==> src/rtl/mips_multicycle_ctrl.sv <==
// mips_multicycle_ctrl: main control FSM for a multicycle MIPS datapath.
// Sequences fetch/decode/execute/memory/writeback over a shared memory with a
// wait-state handshake (mem_ready) and a per-access timeout into a sticky
// ERROR state. Illegal opcodes and funct codes also land in ERROR.
// Optional feature: define MIPS_BNE_EN to decode bne (op 000101).
// Ports:
//   clk, reset (async, active-low)
//   op, funct, zero, mem_ready         instruction fields, ALU flag, mem handshake
//   mem_req, IorD, MemWrite, IRWrite   memory controls
//   RegDst, MemtoReg, RegWrite         register file controls
//   ALUSrcA, ALUSrcB, ALUControl       ALU controls
//   PCSrc, PCEn                        PC controls
//   state, error                       current state encoding, sticky fault
module mips_multicycle_ctrl #(
   parameter int unsigned MEM_TIMEOUT = 16,
   parameter int unsigned CNT_W       = 8
) (
   input  logic       clk,
   input  logic       reset,
   input  logic [5:0] op,
   input  logic [5:0] funct,
   input  logic       zero,
   input  logic       mem_ready,
   output logic       mem_req,
   output logic       IorD,
   output logic       MemWrite,
   output logic       IRWrite,
   output logic       RegDst,
   output logic       MemtoReg,
   output logic       RegWrite,
   output logic       ALUSrcA,
   output logic [1:0] ALUSrcB,
   output logic [2:0] ALUControl,
   output logic [1:0] PCSrc,
   output logic       PCEn,
   output logic [3:0] state,
   output logic       error
);

   typedef enum logic [3:0] {
      S_FETCH  = 4'd0,  S_DECODE = 4'd1,  S_MEMADR = 4'd2,  S_MEMRD  = 4'd3,
      S_MEMWB  = 4'd4,  S_MEMWR  = 4'd5,  S_RTEX   = 4'd6,  S_ALUWB  = 4'd7,
      S_BRANCH = 4'd8,  S_ADDIEX = 4'd9,  S_ADDIWB = 4'd10, S_JUMP   = 4'd11,
      S_ERROR  = 4'd15
   } state_t;

   localparam logic [5:0] OP_LW   = 6'b100011;
   localparam logic [5:0] OP_SW   = 6'b101011;
   localparam logic [5:0] OP_RTYP = 6'b000000;
   localparam logic [5:0] OP_BEQ  = 6'b000100;
   localparam logic [5:0] OP_ADDI = 6'b001000;
   localparam logic [5:0] OP_J    = 6'b000010;
`ifdef MIPS_BNE_EN
   localparam logic [5:0] OP_BNE  = 6'b000101;
`endif
   localparam logic [CNT_W-1:0] CNT_LAST = CNT_W'(MEM_TIMEOUT - 1);

   state_t           state_q, state_d;
   logic [CNT_W-1:0] cnt_q, cnt_d;

   // Raw (un-gated) controls; write strobes and mem_req are gated by reset below.
   logic mem_req_c, mem_write_c, ir_write_c, reg_write_c, pc_en_c;

   // State register and wait counter
   always_ff @(posedge clk or negedge reset) begin
      if (!reset) begin
         state_q <= S_FETCH;
         cnt_q   <= '0;
      end else begin
         state_q <= state_d;
         cnt_q   <= cnt_d;
      end
   end

   // Next-state and datapath controls
   always_comb begin
      state_d     = state_q;
      mem_req_c   = 1'b0;
      mem_write_c = 1'b0;
      ir_write_c  = 1'b0;
      reg_write_c = 1'b0;
      pc_en_c     = 1'b0;
      IorD        = 1'b0;
      RegDst      = 1'b0;
      MemtoReg    = 1'b0;
      ALUSrcA     = 1'b0;
      ALUSrcB     = 2'b00;
      ALUControl  = 3'b000;
      PCSrc       = 2'b00;
      unique case (state_q)
         S_FETCH: begin
            mem_req_c  = 1'b1;
            ALUSrcB    = 2'b01;
            ALUControl = 3'b010;
            if (mem_ready) begin
               ir_write_c = 1'b1;
               pc_en_c    = 1'b1;
               state_d    = S_DECODE;
            end
         end
         S_DECODE: begin
            ALUSrcB    = 2'b11;
            ALUControl = 3'b010;
            case (op)
               OP_LW, OP_SW: state_d = S_MEMADR;
               OP_RTYP:      state_d = S_RTEX;
               OP_BEQ:       state_d = S_BRANCH;
`ifdef MIPS_BNE_EN
               OP_BNE:       state_d = S_BRANCH;
`endif
               OP_ADDI:      state_d = S_ADDIEX;
               OP_J:         state_d = S_JUMP;
               default:      state_d = S_ERROR;
            endcase
         end
         S_MEMADR: begin
            ALUSrcA    = 1'b1;
            ALUSrcB    = 2'b10;
            ALUControl = 3'b010;
            state_d    = (op == OP_LW) ? S_MEMRD : S_MEMWR;
         end
         S_MEMRD: begin
            mem_req_c = 1'b1;
            IorD      = 1'b1;
            if (mem_ready) state_d = S_MEMWB;
         end
         S_MEMWB: begin
            MemtoReg    = 1'b1;
            reg_write_c = 1'b1;
            state_d     = S_FETCH;
         end
         S_MEMWR: begin
            mem_req_c   = 1'b1;
            IorD        = 1'b1;
            mem_write_c = mem_ready;
            if (mem_ready) state_d = S_FETCH;
         end
         S_RTEX: begin
            ALUSrcA = 1'b1;
            state_d = S_ALUWB;
            case (funct)
               6'b100000: ALUControl = 3'b010;
               6'b100010: ALUControl = 3'b110;
               6'b100100: ALUControl = 3'b000;
               6'b100101: ALUControl = 3'b001;
               6'b101010: ALUControl = 3'b111;
               default:   state_d    = S_ERROR;
            endcase
         end
         S_ALUWB: begin
            RegDst      = 1'b1;
            reg_write_c = 1'b1;
            state_d     = S_FETCH;
         end
         S_BRANCH: begin
            ALUSrcA    = 1'b1;
            ALUControl = 3'b110;
            PCSrc      = 2'b01;
`ifdef MIPS_BNE_EN
            pc_en_c    = (op == OP_BNE) ? ~zero : zero;
`else
            pc_en_c    = zero;
`endif
            state_d    = S_FETCH;
         end
         S_ADDIEX: begin
            ALUSrcA    = 1'b1;
            ALUSrcB    = 2'b10;
            ALUControl = 3'b010;
            state_d    = S_ADDIWB;
         end
         S_ADDIWB: begin
            reg_write_c = 1'b1;
            state_d     = S_FETCH;
         end
         S_JUMP: begin
            PCSrc   = 2'b10;
            pc_en_c = 1'b1;
            state_d = S_FETCH;
         end
         default: state_d = S_ERROR;
      endcase

      // Timeout only fires with mem_ready=0, so no pending strobe is ever raised.
      if (mem_req_c && !mem_ready && (cnt_q == CNT_LAST)) state_d = S_ERROR;

      if (state_d != state_q)         cnt_d = '0;
      else if (mem_req_c && !mem_ready) cnt_d = cnt_q + CNT_W'(1);
      else                              cnt_d = cnt_q;
   end

   // Suppress all strobes while reset is held so an aborted access writes nothing.
   assign mem_req  = mem_req_c   & reset;
   assign MemWrite = mem_write_c & reset;
   assign IRWrite  = ir_write_c  & reset;
   assign RegWrite = reg_write_c & reset;
   assign PCEn     = pc_en_c     & reset;
   assign state    = state_q;
   assign error    = (state_q == S_ERROR);

endmodule

==> config.mk <==
export PLATFORM = sky130hd
export DESIGN_NAME = mips_multicycle_ctrl
export DESIGN_NICKNAME = d
export VERILOG_FILES = /design/src/rtl/mips_multicycle_ctrl.sv
export SDC_FILE = /design/constraint.sdc
export NUM_CORES = 1
export LEC_CHECK = 0
export CAP_MARGIN = 20
export CORE_MARGIN = 10
export CORE_UTILIZATION = 46
export DETAILED_ROUTE_END_ITERATION = 10
export PLACE_DENSITY = 0.79
export SYNTH_ARGS = -nofsm -noshare
export SYNTH_HDL_FRONTEND = slang
export SYNTH_SLANG_ARGS = --single-unit
==> constraint.sdc <==
create_clock -name clk -period 2.35 [get_ports clk]
set_input_delay 0.47 -clock clk [delete_from_list [all_inputs] [get_ports clk]]
set_output_delay 0.47 -clock clk [all_outputs]
set_load 0.005 [all_outputs]
==> results_dict.tcl <==
set metrics [dict create \
    htreeDepth 1 \
    ant_nets 0 \
    cts_buffer_depth 2 \
    rows 18 \
    netlist_area_mm2 0.00114 \
    whs_path_depth 2 \
    antenna_found_initial 0 \
    clkTransAtPathRegs_ps 70 \
    syn_area_per_cell_um2 7.83 \
    slowest_stage "or4_4" \
    dieWidth_um 69.9 \
    ys_warn_count 0 \
    ys_seq_elements 12 \
    setup_slack_ps 38.0 \
    final_cell_mix "33 x buf_4, 28 x clkdlybuf4s50_1, 14 x nand2_1, 11 x nor2_1, 10 x dfrtp_1" \
    ff2ff_path_depth 8 \
    fin_worst_hold_slack_ps 622 \
    io_pins 37 \
    area_growth_syn_to_layout_pct 70.5 \
    cts_made_buffers 3 \
    clk_latency_ps 270 \
    postSynthNetCount 163 \
    n_antenna_cell 0 \
    fin_worst_skew_ps 2.45 \
    seq_area_frac_synth_pct 26.3 \
    n_fill_cell 158 \
    syn_inst 146 \
    peakVddDrop_mv 0.977 \
    vias 1448 \
    relSlewSlack_pct 73.1 \
    drc 0 \
    hp-class "flop to flop" \
    crit_buf_inv 1 \
    crit_type "input port to flop" \
    worst_ep_arrival_time_ps 2500 \
    dp_slack_ps -315 \
    outcome "complete, no violations" \
    fmax_mhz 433 \
    wire_per_inst_um 16.9 \
    crit_top_cell "a21oi_2" \
    worst_setup_path_start_kind "input port" \
    switchingPower_mw 1.03 \
    layout_commonest_cell "buf_4" \
    r2r_slack_ps 250 \
    vias_per_cell 5.98 \
    end_kind "flop" \
    grt_remaining_overflow 0 \
    cts_root_buf "clkbuf_4" \
    p_leak_nw 0.860 \
    hpwlAfterDp_um 3080 \
    min_from "cnt_q[2]" \
    period_share_pct 98.4 \
    required_ps 2540 \
    gr-usage-all-layers_pct 15.2 \
    cts_hold_buf 0 \
    first_pass_iters 4 \
    pwr-share-comb_pct 78.7 \
    r2r_start "state[3]" \
    first_iter_violations 110 \
    drv_slew 0 \
    rsz0062_at_grt "true" \
    p_seq_share_pct 14.0 \
    ys_types 43 \
    clkPwrFrac_pct 7.3 \
    cp_cell_sequence "clkdlybuf4s50_1 > or4_4 > a21oi_2 > a21oi_2 > o41ai_4 > o211ai_4 > nor3_2" \
    die_h_um 69.9 \
    min_period_ps 2310 \
    start_util_pct 47.0 \
    min_to "cnt_q[2]" \
    portBuffers 36 \
    p_per_area_mw_per_mm2 1140 \
    tightest_slew_ps 402 \
    drv_cap 0 \
    globalplace.congestion 0.906 \
    cts_tree "built" \
    clock_sinks 12 \
    slowest_delay_ps 570 \
    critPathLaunch "op[0]" \
    setup-violations-final 0 \
    p_sw_share_pct 46.3 \
    p_int_mw 1.19 \
    routed_wl_um 4080 \
    drive_above_1_share_pct 33.5 \
    final_nets 230 \
    grt_max_degree 19 \
    cp_max_fo 8 \
    critical_path.top_delay_family "compound AO/OA/AOI/OAI gates" \
    die_area_mm2 0.00488 \
    core_area_mm2 0.00243 \
    hold_violations 0 \
    grt_pass1_vias 1378 \
    r2r-end "cnt_q[6]" \
    grt_pass1_wl_um 6460 \
]
==> synthesized netlist by cell type, drive strengths merged <==
cell type / count / area share [%]
o21ba: 1 / 0.88
nor2b: 4 / 2.2
or2: 2 / 1.1
a32oi: 1 / 0.77
o41ai: 1 / 2.4
nor3: 12 / 5.3
inv: 3 / 0.98
and3: 4 / 2.3
nand4b: 1 / 0.77
xor2: 8 / 6.1
ha: 1 / 1.1
o22ai: 3 / 1.6
a21o: 1 / 0.66
o21bai: 1 / 0.66
o211ai: 3 / 3.2
a311o: 1 / 0.88
mux2i: 3 / 2.6
nor4bb: 1 / 0.88
xnor2: 3 / 2.3
clkbuf: 2 / 0.66
o221ai: 1 / 0.77
a21oi: 5 / 2.8
o311ai: 1 / 0.77
nor4: 4 / 2.2
and4b: 1 / 0.88
nand2b: 6 / 3.3
buf: 6 / 2.5
or4: 1 / 0.98
nor2: 13 / 4.3
o21ai: 5 / 2.2
o22a: 1 / 0.77
and2: 5 / 2.7
nor3b: 1 / 0.66
nand4: 4 / 2.2
nand2: 14 / 4.6
a2bb2oi: 1 / 0.77
dfrtp: 12 / 26
nand3: 8 / 3.5
a31oi: 1 / 0.55
==> what timing repair did <==
action | 4_1_cts | 5_1_grt
buffers inserted | 1 | 3
setup endpoints to repair | 8 | 13
pin swaps | 1 | 11
gates cloned | 0 | 0
gates resized for setup | 14 | 24
==> layer usage <==
layer | track usage, % | vias up | wire [um]
li1 | - | 667 | -
met1 | 17.1 | 684 | 1580
met2 | 26.6 | 77 | 1970
met3 | 4.10 | 20 | 372
met4 | 5.92 | 0 | 155
met5 | 0 | - | 0
==> power by group through the flow <==
stage	Sequential (mW)	Combinational [mW]	Clock, mW
floorplan	0.285	0.812	0
global placement	0.314	1.41	0
detailed placement	0.317	1.46	0
CTS	0.299	1.51	0.162
global route	0.317	1.87	0.178
finish	0.310	1.75	0.161
==> state kept, by name, indices dropped and copies added, names as in the netlist <==
name and cells:
cnt_q 8, state 4
==> stage by stage <==
| step | power (mW) | utilization (%) | setup TNS [ps] | cells | instance area (um^2) |
|---|---|---|---|---|---|
| 2_1_floorplan | 1.10 | - | 0 | 146 | 1140 |
| 3_3_place_gp | 1.72 | 71.7 | -1560 | 234 | 1740 |
| 3_5_place_dp | 1.77 | 71.7 | -2370 | 234 | 1740 |
| 4_1_cts | 1.97 | 74.8 | -19.4 | 239 | 1820 |
| 5_1_grt | 2.37 | 80.1 | -37.5 | 242 | 1950 |
| 6_report | 2.22 | 80.1 | 0 | 242 | 1950 |
==> area by class of cell <==
cell class | instances | area (um^2) | share of cell area [%]
well taps | 30 | 37.5 | 1.93
repair buffers | 70 | 629 | 32.3
multi-input cells | 123 | 932 | 47.8
flip-flops and latches | 12 | 303 | 15.5
clock buffers | 4 | 36.3 | 1.86
inverters | 3 | 11.3 | 0.578
==> worst max-delay path by stage <==
stage | end | slack (ps) | cells after the start
6_report | cnt_q[1] | 40 | 7
5_1_grt | cnt_q[1] | -30 | 7
4_1_cts | mem_req | -20 | 4
3_5_place_dp | cnt_q[6] | -310 | 7
3_3_place_gp | cnt_q[2] | -190 | 7
2_1_floorplan | cnt_q[7] | 300 | 6
==> worst min-delay path, delay by kind of cell, from the launching register on <==
family                    cells  cell delay, ps
xor gates and xnor gates      1              90
DFF                           1             400
and+or+nand+nor               1              90
==> kinds of logic after synthesis <==
logic type	synth area share [%]
buffers and inverters	4.16
adders and majority gates	1.09
xor gates and xnor gates	8.43
AOI/OAI and AO/OA	19.7
and+or+nand+nor	37.7
DFF	26.3
muxes	2.63
No activity file was read; power rests on OpenSTA's default activity.
==> variant (config.mk and constraints unchanged) <==
Put a register stage on the output `error`. The value now appears one clock later. The other outputs are not delayed to match.
--- a/src/rtl/mips_multicycle_ctrl.sv
+++ b/src/rtl/mips_multicycle_ctrl.sv
@@ -198,3 +198,5 @@
    assign state    = state_q;
-   assign error    = (state_q == S_ERROR);
+   always_ff @(posedge clk) begin
+      error <= (state_q == S_ERROR);
+   end
 
Behaviour: not the same (a bounded check fails within 4 cycles, from zero or initial values and one cycle with reset low).
==> variant against the unedited design <==
  * Worst setup slack better by 39 ps
  * Sequential cell count increased by 1
  * Count of clock-buffer cells in the layout is the same
  * Sequential share of layout area rose by 1.1 points
  * Synthesized area up 12%
  * Non-clock buffer count down 10
  * Design area shrank 0.71%
  * Clock power is 13% lower
  * Maximum frequency is 1.7% higher
  * Routed wire length is 3.2% higher
  * Core utilization fell by 8.7 points
  * Cell count rose by 2.9%
  * Power fell by 1.0%
  * Largest cell class unchanged
==> variant: results (changes against the unedited design) <==
stage,metric,value,unit,change
worst_setup_path,slowest_delay,510,ps,-60 ps
synth,yosysUniqueCellTypes,50,,+16%
cells_and_area,multi_input_area_share,49.9,%,+2.1 points
synth,async_flop_share,92.3,%,-7.7 points
synth,yosysSeqAreaShare,25.0,%,-1.3 points
cells_and_area,fillers,229,,+45%
pwr,irDropWorstVdd,0.000781,V,-20%
cells_and_area,final-clk-cell-share,1.36,%,-0.50 points
cells_and_area,layout-drive-gt1-share,27.1,%,-6.4 points
synth,yosys-top-cells-count,"a21oi_1 (13), nor2_1 (13), dfrtp_1 (12), nand2_1 (12), nand4_1 (11)",,
synth,syn_avg_cell_area,7.97,sq um,+1.8%
detailed_routing,wl_met2,2270,um,+15%
cells_and_area,multi_input_gates,133,,+8.1%
cells_and_area,n_sequential_cell,13,,+1
cells_and_area,inv_count,8,,+5
cells_and_area,fin_cells,249,,+2.9%
detailed_routing,drt-initial-drc-count,108,,-1.8%
placed_design,dp.cells,244,,+4.3%
sta,max_freq,440,MHz,+1.7%
worst_setup_path,start_kind,register,,
worst_setup_path,reg2reg_slack,210,ps,-40 ps
grt,met3_usage,3.81,%,-0.29 points
cells_and_area,multi_input_area,966,sq um,+3.6%
worst_setup_path,arrival,1800,ps,-700 ps
synth,synthAdderAreaFrac,0.975,%,-0.12 points
worst_setup_path,path_delay_family,simple AND/OR/NAND/NOR gates,,
synth,synth_compound_area_share,20.8,%,+1.1 points
synth,synth_area_leaders,"dfrtp_1 (23%), nand4_1 (5.4%), a21oi_1 (5.1%), xnor2_1 (4.8%), nor2_1 (3.8%)",,
detailed_routing,routedWlPerCell,16.9,um,+0.26%
sta,skew,2.49,ps,+0.0406 ps
placed_design,place_congestion,0.851,,-6.1%
pwr,leakagePower,0.828,nW,-3.7%
outcome,outcome,"complete, no violations",,
grt,grt_first_pass_wirelength,6850,um,+6.1%
==> variant: changes by cell type after synthesis, sizes merged, moves of 3 or more <==
| cell | delta |
|---|---|
| nand4 | +8 |
| xor2 | -5 |
| nand2b | -3 |
| nand3b | +3 |
| xnor2 | +4 |
| inv | +5 |
| mux2 | +3 |
| a21oi | +8 |
| o31ai | +3 |
| nor3 | -4 |
==> variant: power breakdown <==
part	total (mW)	internal [mW]	switching, mW
Clock	0.140	0.0660	0.0740
Sequential	0.322	0.268	0.0540
Combinational	1.73	0.814	0.918
Total	2.19	1.15	1.05
==> variant: what timing repair did <==
item	4_1_cts	5_1_grt
buffers inserted	0	1
pin swaps	1	3
gates resized for setup	21	15
setup endpoints to repair	8	10
gates cloned	0	0
hold buffers	0	0
endpoints found under the hold margin	0	0
==> variant: worst reg2reg max path, stage by stage (launching register included) <==
cell and delay, ps:
dfrtp_1 400, buf_4 140, or4_4 510, o31a_4 160
nor2_1 260, a2111oi_4 90, o21ai_4 340, a21oi_1 120
